==> src/rtl/jtag_cmd_pkg.sv <==
// jtag_cmd_pkg: opcodes, FSM states and helpers shared by the JTAG command issuer
package jtag_cmd_pkg;
  localparam int CNT_W = 4;
  localparam int N_CMD = 6;
  typedef enum logic [4:0] {
    OP_WRREG          = 5'h08,
    OP_RDREG          = 5'h09,
    OP_ECR            = 5'h0A,
    OP_BCR            = 5'h0B,
    OP_GENGLOBALPULSE = 5'h0C,
    OP_GENCAL         = 5'h0D
  } opcode_e;
  typedef enum logic [1:0] {ST_IDLE, ST_ASSERT, ST_GAP} state_e;
  function automatic logic [N_CMD-1:0] op_onehot(input opcode_e op);
    return N_CMD'(1) << (op - OP_WRREG);
  endfunction
  function automatic logic is_cmd(input logic [4:0] instr);
    return instr >= OP_WRREG && instr <= OP_GENCAL;
  endfunction
endpackage

==> src/rtl/jtag_command_issuer.sv <==
// jtag_command_issuer: turns Update-DR strobes into timed, gapped one-hot command flags
module jtag_command_issuer
  import jtag_cmd_pkg::*;
#(
  parameter int HOLD_CYCLES = 2,
  parameter int GAP_CYCLES  = 2
) (
  input  logic       JtagTck,
  input  logic       JtagTrstN,
  input  logic       UpdateDR,
  input  logic [4:0] Instr,
  input  logic       ClearOverrun,
  output logic       WRREG_cmd,
  output logic       RDREG_cmd,
  output logic       ECR_cmd,
  output logic       BCR_cmd,
  output logic       GENGLOBALPULSE_cmd,
  output logic       GENCAL_cmd,
  output logic       CmdBusy,
  output logic       CmdOverrun
);
  localparam logic [CNT_W-1:0] HOLD_LD = CNT_W'(HOLD_CYCLES - 1);
  localparam logic [CNT_W-1:0] GAP_LD  = CNT_W'(GAP_CYCLES - 1);
  state_e           state;
  logic [CNT_W-1:0] cnt;
  logic             pend_v;
  opcode_e          pend_op;
  logic [N_CMD-1:0] flags;
  logic             busy;
  logic             overrun;
  logic             req;
  logic             last;
  logic             drop;
  opcode_e          req_op;
  assign req    = UpdateDR && is_cmd(Instr);
  assign req_op = opcode_e'(Instr);
  assign last   = cnt == '0;
  // the final GAP cycle frees the slot on the same edge, so a request there is never dropped
  assign drop   = req && pend_v && !(state == ST_GAP && last);
  always_ff @(posedge JtagTck or negedge JtagTrstN) begin
    if (!JtagTrstN) begin
      state   <= ST_IDLE;
      cnt     <= '0;
      pend_v  <= 1'b0;
      pend_op <= OP_WRREG;
      flags   <= '0;
      busy    <= 1'b0;
      overrun <= 1'b0;
    end else begin
      overrun <= drop | (overrun & ~ClearOverrun);
      case (state)
        ST_IDLE: if (req) begin
          state <= ST_ASSERT;
          cnt   <= HOLD_LD;
          flags <= op_onehot(req_op);
          busy  <= 1'b1;
        end
        ST_ASSERT: begin
          if (req && !pend_v) begin
            pend_v  <= 1'b1;
            pend_op <= req_op;
          end
          if (last) begin
            state <= ST_GAP;
            cnt   <= GAP_LD;
            flags <= '0;
          end else cnt <= cnt - 1'b1;
        end
        ST_GAP: if (!last) begin
          cnt <= cnt - 1'b1;
          if (req && !pend_v) begin
            pend_v  <= 1'b1;
            pend_op <= req_op;
          end
        end else if (pend_v) begin
          state  <= ST_ASSERT;
          cnt    <= HOLD_LD;
          flags  <= op_onehot(pend_op);
          pend_v <= req;
          if (req) pend_op <= req_op;
        end else if (req) begin
          state <= ST_ASSERT;
          cnt   <= HOLD_LD;
          flags <= op_onehot(req_op);
        end else begin
          state <= ST_IDLE;
          busy  <= 1'b0;
        end
        default: begin
          state  <= ST_IDLE;
          cnt    <= '0;
          pend_v <= 1'b0;
          flags  <= '0;
          busy   <= 1'b0;
        end
      endcase
    end
  end
  assign {GENCAL_cmd, GENGLOBALPULSE_cmd, BCR_cmd, ECR_cmd, RDREG_cmd, WRREG_cmd} = flags;
  assign CmdBusy    = busy;
  assign CmdOverrun = overrun;
endmodule

==> config.mk <==
export PLATFORM = sky130hd
export DESIGN_NAME = jtag_command_issuer
export DESIGN_NICKNAME = d
export VERILOG_FILES = /design/src/rtl/jtag_cmd_pkg.sv /design/src/rtl/jtag_command_issuer.sv
export SDC_FILE = /design/constraint.sdc
export NUM_CORES = 1
export LEC_CHECK = 0
export ABC_AREA = 0
export BUFFER_PORTS_ARGS = -buffer_cell sky130_fd_sc_hd__buf_4
export CAP_MARGIN = 40
export CORE_ASPECT_RATIO = 1.25
export CORE_UTILIZATION = 49
export DETAILED_ROUTE_END_ITERATION = 6
export PLACE_DENSITY = 0.69
export SETUP_SLACK_MARGIN = 0.5
export SLEW_MARGIN = 20
export SYNTH_ARGS = -nofsm -noshare
export SYNTH_HDL_FRONTEND = slang
export SYNTH_SLANG_ARGS = --single-unit
export TNS_END_PERCENT = 100
==> constraint.sdc <==
create_clock -name JtagTck -period 3.1 [get_ports JtagTck]
set_input_delay 0.62 -clock JtagTck [delete_from_list [all_inputs] [get_ports JtagTck]]
set_output_delay 0.62 -clock JtagTck [all_outputs]
set_load 0.02 [all_outputs]
==> results.txt, run 1 <==
The final critical delay including setup and external delays is 2.47 ns. The clock sink count came out at 20. After detailed routing, the number of remaining DRC violations is 0.

Sequential cells were found to cover 37.7% of the synthesized design area. The maximum vdd ir drop is 449 uV. The max-capacitance violation count is 0. The starting density of the core came out at 53.2%.

The number of nets at the end of the flow is 175. In this run the tightest slew margin relative to its limit is 57.7%. The H-tree depth came out at 1. After synthesis, the cell types taking the most area are sky130_fd_sc_hd__dfrtp_1 (36%), sky130_fd_sc_hd__ha_1 (6.6%), sky130_fd_sc_hd__inv_1 (4.8%). The number of antenna cells inserted is 0. The maximum fanout along the worst path came out at 13. The wire length of the first global-routing pass is 5370 um. After clock tree synthesis, the flow added hold-fix buffers numbering 0. The min-delay analysis places its worst path in the category input pin to async pin.

The max-slew violation total from the final report came to 0. In this run the tool buffered the top-level ports with 16 buffer cells. Yosys printed 0 warnings. After Yosys synthesis, full adders, half adders and majority gates account for 6.58% of the synthesized area. The final antenna-violating net count is 0. The area of the die came out at 2930 um^2. The netlist area before placement came out at 1330 um^2. The via count normalized by instance count came out at 6.22. Clock tree synthesis selected as its root buffer the cell sky130_fd_sc_hd__clkbuf_4. The placed cell count is 187. On the worst path, the slowest cell contributes a delay of 0.52 ns. The cell count after synthesis came out at 145. Leaving out fill and tap cells, the most frequent cell in the layout is sky130_fd_sc_hd__dfrtp_1. Summed over all cells, the static leakage comes to 0.637 nW. The number of filler cells placed in the layout came out at 238. The number of antenna violations at the first check in global routing came out at 0. Setup violations remaining at the end of the flow were counted as 0. Of all cell types, the one taking the most synthesized area is sky130_fd_sc_hd__dfrtp_1. STA puts the critical path data arrival time at 2.66 ns.

Setup repair after global routing left no endpoint under its margin. The number of buffers inserted by post-CTS setup repair came out at 0. The final hold slack came out at 0.172 ns.

The final weighted congestion in routability-driven placement is 0.858. Post-CTS repair changed the size of 0 cells. The total negative slack for setup checks is 0 ns.

Among cell families on the critical path, the largest total delay comes from simple AND/OR/NAND/NOR gates. The final route contains 1,188 vias. The maximum clock skew at final layout came out at 0.0138 ns. Synthesis produced a netlist with a net count of 161.

The flow ran to the end, and the final reports show no timing, DRC or antenna violations. The post-synthesis compound-gate area fraction came out at 23.9%. The number of synthesized register bits came out at 20. The DRC marker count from the first detailed-route iteration came out at 24. The total overflow reported by the global router came out at 0. By area, the combinational part of the netlist is dominated by compound AO/OA/AOI/OAI gates. Measured on the finished design, the core utilization comes to 59.8%. The critical path goes through inv_1 -> ha_1 -> or3b_4 -> or2_4 -> a2111oi_4 -> mux2_2. The total wire length is 3090 um. The synthesized-area fraction occupied by and/or/nand/nor cells came out at 20.7%.

After Yosys synthesis, XOR and XNOR cells account for 0% of the synthesized area. The clock transition at the register clock pins on the worst setup and hold paths after CTS is 0.12 ns. The unique cell type count in the Yosys netlist came out at 39.

The area growth from synthesis to layout is 12.4%. The via count of the first global-routing pass came out at 1,199. The combined global-route utilization of all metal layers is 24.2%. The critical path startpoint category is a flop. STA classifies the critical path endpoint as a flop.

The detailed-placement wirelength estimate came out at 2310 um. Dividing the detail-routed wire length by the instance count gives 16.2 um. The total count of hold-check failures in the final report came out at 0.

The chip height came out at 60.3 um. The start point of the critical path is cnt[0]. After synthesis, the largest area contributor takes up 35.7% of total cell area.

The share of the cycle needed by the critical path after routing is 79.6%. The initialized floorplan defines 20 standard-cell rows. Leaving out fill and tap cells, the most frequent cells in the layout are sky130_fd_sc_hd__dfrtp_1 (19), sky130_fd_sc_hd__inv_1 (17), sky130_fd_sc_hd__buf_4 (17). The fraction of final layout cells sized beyond drive strength 1 is 20.3%.

The clock passes through at most 2 buffers. The clock latency of the later-clocked register in the worst-skew pair is 0.31 ns. The portion of synthesized area spent on multiplexers is 4.14%. The total area inside the core boundary comes to 2500 um^2. The endpoint required time on the critical path came out at 3.29 ns.

The clock buffer count from CTS is 3. The TritonCTS clock tree is done. The die width came out at 48.6 um.

The cell area power density is 728 nW/um^2. After the flow finishes, the layout carries non-filler instances totaling 191. The maximum number of pins on one net before global-route repair came out at 21. Registers take 502 um^2. The worst register-to-register path begins at cnt[0].

The multi-input combinational cells in the finished layout cover a total of 736 um^2. The slowest stage of the critical path is the sky130_fd_sc_hd__a2111oi_4 cell. The first detailed-routing pass took 4 iterations. 17 I/O pins were placed.

Averaged over all synthesized cells, the footprint is 9.18 um^2. The worst setup path is of the flop to flop kind. The transition time at the pin with the least slew margin came out at 0.631 ns.

The buffer and inverter count on the worst path came out at 1. The maximum frequency from static timing analysis came out at 405 MHz.
[registers in the layout, indices dropped and copies added (netlist names)]
register	cells
CmdBusy	1
CmdOverrun	1
cnt	4
flags	6
pend_op	5
pend_v	1
state	2
[metrics by stage]
step / total power [mW] / instance area [um^2] / setup WS (ns)
2_1_floorplan: 0.815 / 1330 / 0.912
3_3_place_gp: 0.934 / 1470 / 0.739
3_5_place_dp: 0.959 / 1470 / 0.669
4_1_cts: 1.09 / 1500 / 0.638
5_1_grt: 1.18 / 1500 / 0.511
6_report: 1.09 / 1500 / 0.633
[cell type report]
cell class	instances	area share (%)
Inverter	17	4.26
Sequential cell	20	33.5
Tap cell	33	2.76
Multi-Input combinational cell	100	49.2
Timing Repair Buffer	17	8.53
Clock buffer	4	1.76
[per-layer routing]
layer  global-route usage, %  vias to the layer above  wire [um]
met1                    26.6                      581       1340
met2                    43.7                       33       1530
met3                    3.05                       15         91
li1                        -                      559          -
met4                    17.2                        0        129
met5                       0                        -          0
[final timing paths]
kind                              end  slack [ns]  cells after the start
hold / removal               flags[3]        0.17                      1
setup reg to reg           pend_op[1]        0.63                      6
max in group asynchronous  pend_op[3]        2.64                      1
setup / recovery           pend_op[1]        0.63                      6
min in group JtagTck       CmdOverrun        0.49                      2
hold reg to reg            pend_op[4]        0.50                      1
[cell usage after synthesis]
cell type                   count
sky130_fd_sc_hd__nor2_1         9
sky130_fd_sc_hd__a2111oi_4      1
sky130_fd_sc_hd__nand4b_1       2
sky130_fd_sc_hd__o211ai_1       5
sky130_fd_sc_hd__mux2_2         4
sky130_fd_sc_hd__nor2b_1        2
sky130_fd_sc_hd__nand2b_1       3
sky130_fd_sc_hd__nand2_1        5
sky130_fd_sc_hd__and2_1         1
sky130_fd_sc_hd__o41ai_1        1
sky130_fd_sc_hd__dfstp_2        1
sky130_fd_sc_hd__nor3_1         3
sky130_fd_sc_hd__o21a_1         1
sky130_fd_sc_hd__nand4_1        5
sky130_fd_sc_hd__dfrtp_1       19
sky130_fd_sc_hd__inv_1         17
sky130_fd_sc_hd__or3b_4         1
sky130_fd_sc_hd__o21ai_0        2
sky130_fd_sc_hd__nor4b_1        2
sky130_fd_sc_hd__clkbuf_1       8
sky130_fd_sc_hd__a221oi_1       2
sky130_fd_sc_hd__a31oi_1        4
sky130_fd_sc_hd__a21oi_1       10
sky130_fd_sc_hd__a21o_1         1
sky130_fd_sc_hd__a22o_1         3
sky130_fd_sc_hd__ha_1           7
sky130_fd_sc_hd__or2_2          1
sky130_fd_sc_hd__mux2i_1        1
sky130_fd_sc_hd__o22ai_1        1
sky130_fd_sc_hd__a211oi_1       5
sky130_fd_sc_hd__a311oi_1       1
sky130_fd_sc_hd__nand3_1        4
sky130_fd_sc_hd__or2_4          1
sky130_fd_sc_hd__and2b_1        1
sky130_fd_sc_hd__a211oi_2       1
sky130_fd_sc_hd__nand3b_1       4
sky130_fd_sc_hd__a211o_1        2
sky130_fd_sc_hd__or4b_2         2
sky130_fd_sc_hd__o221ai_1       2
[power by group]
group,leakage (nW),switching [mW],internal [mW]
combinational,0.360,0.327,0.228
sequential,0.262,0.0718,0.333
clock,0.0150,0.0797,0.0502
total,0.637,0.479,0.611
[logic make-up (layout without fill, tap and decap cells)]
logic type               Yosys count  count (layout)
AO/OA/AOI/OAI                     42              42
adder cells (fa/ha/maj)            7               7
flip-flops                        20              20
multiplexers                       5               5
AND/OR/NAND/NOR                   46              46
buffers and inverters             25              38
(Power assumes the default switching activity.)
==> run 2: changes to the inputs <==
- clock period: 3.1 -> 2.3 ns (I/O delays scaled with it)
==> run 2 against run 1 <==
Power up 82%. Final cell count grew 11%. Clock skew decreased by 0.0020 ns. Register-to-register slack got worse by 0.47 ns. Routed wire length rose by 16%. Fmax rose by 15%. Sequential power is 36% higher. Hold slack worse by 0.17 ns. Non-clock buffer count rose by 21. Critical path depth is 1 higher. Critical path type unchanged. Largest power group unchanged. Highest routed layer unchanged.
==> results.txt, run 2 (synthesis results as in run 1) <==
The leakage dissipation is 0.777 nW (+22%). The number of filler cells placed in the layout came out at 199 (-16%). The maximum number of pins on one net before global-route repair came to 21 (unchanged).

The number of optimization iterations in the first detailed-route pass came to 4 (unchanged). The cell area power density is 1100 nW/um^2 (+51%). The total core area is 2500 um^2 (unchanged). The share of the cycle needed by the critical path after routing came out at 93.1% (+13 points). The average routed wire per standard cell is 16.9 um (+4.6%). The final cell count without fillers is 212 (+11%).

The clock sink count is 20 (unchanged). The clock transition at the register clock pins on the worst setup and hold paths after CTS came out at 0.13 ns (about the same). The final antenna-violating net count is 0 (unchanged).

TritonCTS built the clock tree. The total negative slack for setup checks is 0 ns (unchanged). Setup repair after global routing could not meet its margin everywhere. The total overflow reported by the global router came out at 0 (unchanged). The max-slew violation total from the final report is 0 (unchanged). The final weighted congestion in routability-driven placement is 0.873 (+1.7%).

The area used by sequential logic in the layout came out at 502 um^2 (unchanged). The number of nets at the end of the flow is 196 (+12%). Leaving out fill and tap cells, the most frequent cell in the layout is sky130_fd_sc_hd__buf_4. The maximum clock skew at final layout came out at 0.0119 ns (-0.00196 ns).

The total wire length came out at 3590 um (+16%). The classification of the worst-slack hold path is input pin to async pin. The slowest stage of the critical path belongs to the cell sky130_fd_sc_hd__dfrtp_1. STA classifies the critical path endpoint as a flop.

The maximum frequency from static timing analysis came to 467 MHz (+15%). The startpoint identified for the worst register-to-register timing path is cnt[0]. The number of hold buffers added after cts came out at 0 (unchanged). The arrival time of data at the critical path endpoint was 2.34 ns (-0.32 ns). The top cell types in the final layout, fill and taps aside, are sky130_fd_sc_hd__buf_4 (36), sky130_fd_sc_hd__dfrtp_1 (19), sky130_fd_sc_hd__inv_1 (14). The starting density of the core came to 53.2% (unchanged). The H-tree depth was 1 (unchanged).

The clock latency of the later-clocked register in the worst-skew pair is 0.31 ns (about the same). The global-route track usage on met1 is 29.8% (+3.2 points). The total placed instance area is 1520 um^2 (+3.5%). The detailed-placement wirelength estimate was 2390 um (+3.3%). The met3 track demand over resource in global routing was 2.80% (-0.25 points).

The transition time at the pin with the least slew margin was 0.616 ns (-0.0155 ns). The critical path's largest stage delay is 0.41 ns (-0.11 ns). The number of flip-flops under the largest register name came out at 6 (unchanged). The endpoint identified for the worst register-to-register timing path is pend_op[1].

The die width came to 48.6 um (unchanged). STA classifies the critical path startpoint as a flop. The via count normalized by instance count came out at 6.15 (-1.2%). The number of buffers on the longest clock path came to 2 (unchanged). The multi-input combinational cell area is 857 um^2 (+16%).

The post-route worst setup slack came out at 0.159 ns (-0.474 ns). The number of antenna cells inserted came to 0 (unchanged). The fraction of final layout cells sized beyond drive strength 1 is 39.7% (+19 points). The total number of placement rows came out at 20 (unchanged). The register-to-register setup slack came out at 0.16 ns (-0.47 ns). The area of the die was 2930 um^2 (unchanged). The relative slew slack is 58.9% (+1.2 points). The endpoint required time on the critical path came out at 2.50 ns (-0.79 ns). The register containing the most flip-flops in the final layout is flags. The number of buffers inserted by port buffering came out at 16 (unchanged).

The count of unresolved DRC violations after routing is 0 (unchanged). The signal on the critical path passes through inv_2 -> ha_4 -> or3b_4 -> or2_4 -> a2111oi_4 -> buf_4 -> mux2_4. Compared with the post-synthesis result, the final layout area differs by 35.9%.

The via count of the first global-routing pass was 1,357 (+13%). The placed cell count came out at 191 (+2.1%). The met2 track demand over resource is 47.8% (+4.2 points). The combined global-route utilization of all metal layers is 26.3% (+2.1 points). The final critical delay including setup and external delays is 2.14 ns (-0.326 ns). The cell sitting at the root of the clock tree is a sky130_fd_sc_hd__clkbuf_4.

The max-capacitance violation count came out at 0 (unchanged). The largest registers in the layout are flags x6, pend_op x5, cnt x4. The post-route cell area is 1810 um^2 (+21%). The number of cell instances on the worst register-to-register path is 7 (+1).

The total count of hold-check failures in the final report is 0 (unchanged). The final hold slack is 0.00264 ns (-0.170 ns). The clock buffer count from CTS is 3 (unchanged). The chip height came out at 60.3 um (unchanged). The kind of critical path is flop to flop. The run finished with clean final reports.

The maximum vdd ir drop came out at 646 uV (+44%). The number of setup violations in the final report was 0 (unchanged). The number of vias in the routed layout came out at 1,303 (+9.7%). The number of antenna violations at the first check in global routing is 0 (unchanged). The global routing stage identified its most utilized layer as met2. The wire length of the first global-routing pass is 5910 um (+10%). The I/O pin count came out at 17 (unchanged). The maximum fanout along the worst path came to 5 (-8). The setup slack at placement is 0.0865 ns (-0.582 ns). The DRC marker count from the first detailed-route iteration came to 42 (+75%).
-- run 2: layout make-up --
type,instances,area share [%]
multi-input combinational,100,47.4
inverter,17,3.53
timing repair buffer,38,16.2
sequential,20,27.7
clock inverter,1,1.66
clock buffer,3,1.24
tap,33,2.28
-- run 2: worst max-delay path by stage --
| stage | start | to | slack (ns) | cells after the start |
|---|---|---|---|---|
| finish | cnt[0] | pend_op[1] | 0.16 | 7 |
| global route | cnt[0] | pend_op[1] | 0.09 | 7 |
| CTS | cnt[1] | pend_op[1] | 0.11 | 7 |
| detailed placement | cnt[0] | flags[4] | 0.09 | 7 |
| global placement | cnt[0] | pend_op[1] | 0.12 | 6 |
| floorplan | cnt[0] | pend_op[1] | 0.17 | 6 |
-- run 2: per-layer routing --
layer / vias up / part of all wire [%]
met5: - / 0
met4: 0 / 3.4
met3: 14 / 3.4
met2: 47 / 53
met1: 640 / 40
li1: 602 / -
-- run 2: stage by stage --
stage	power [mW]	utilization, %
finish	1.98	72.3
floorplan	1.18	-
global route	2.10	72.3
detailed placement	1.35	60.8
global placement	1.33	60.8
CTS	1.91	70.3
-- run 2: power breakdown --
group,leakage [nW],switching (mW),internal (mW)
Clock,0.0279,0.118,0.176
Combinational,0.488,0.582,0.558
Sequential,0.262,0.101,0.448
Total,0.777,0.801,1.18
-- run 2: repair_timing --
item	4_1_cts	5_1_grt
endpoints found under the setup margin	15	14
buffers inserted	15	2
resized for setup	15	7
pin swaps	8	6
-- run 2: critical path: cells and delay by family (launching register included) --
kind | cells | cell delay, ns
and+or+nand+nor | 2 | 0.63
buffers and inverters | 2 | 0.28
muxes | 1 | 0.30
AOI/OAI and AO/OA | 1 | 0.28
DFF | 1 | 0.41
adders and majority gates | 1 | 0.13
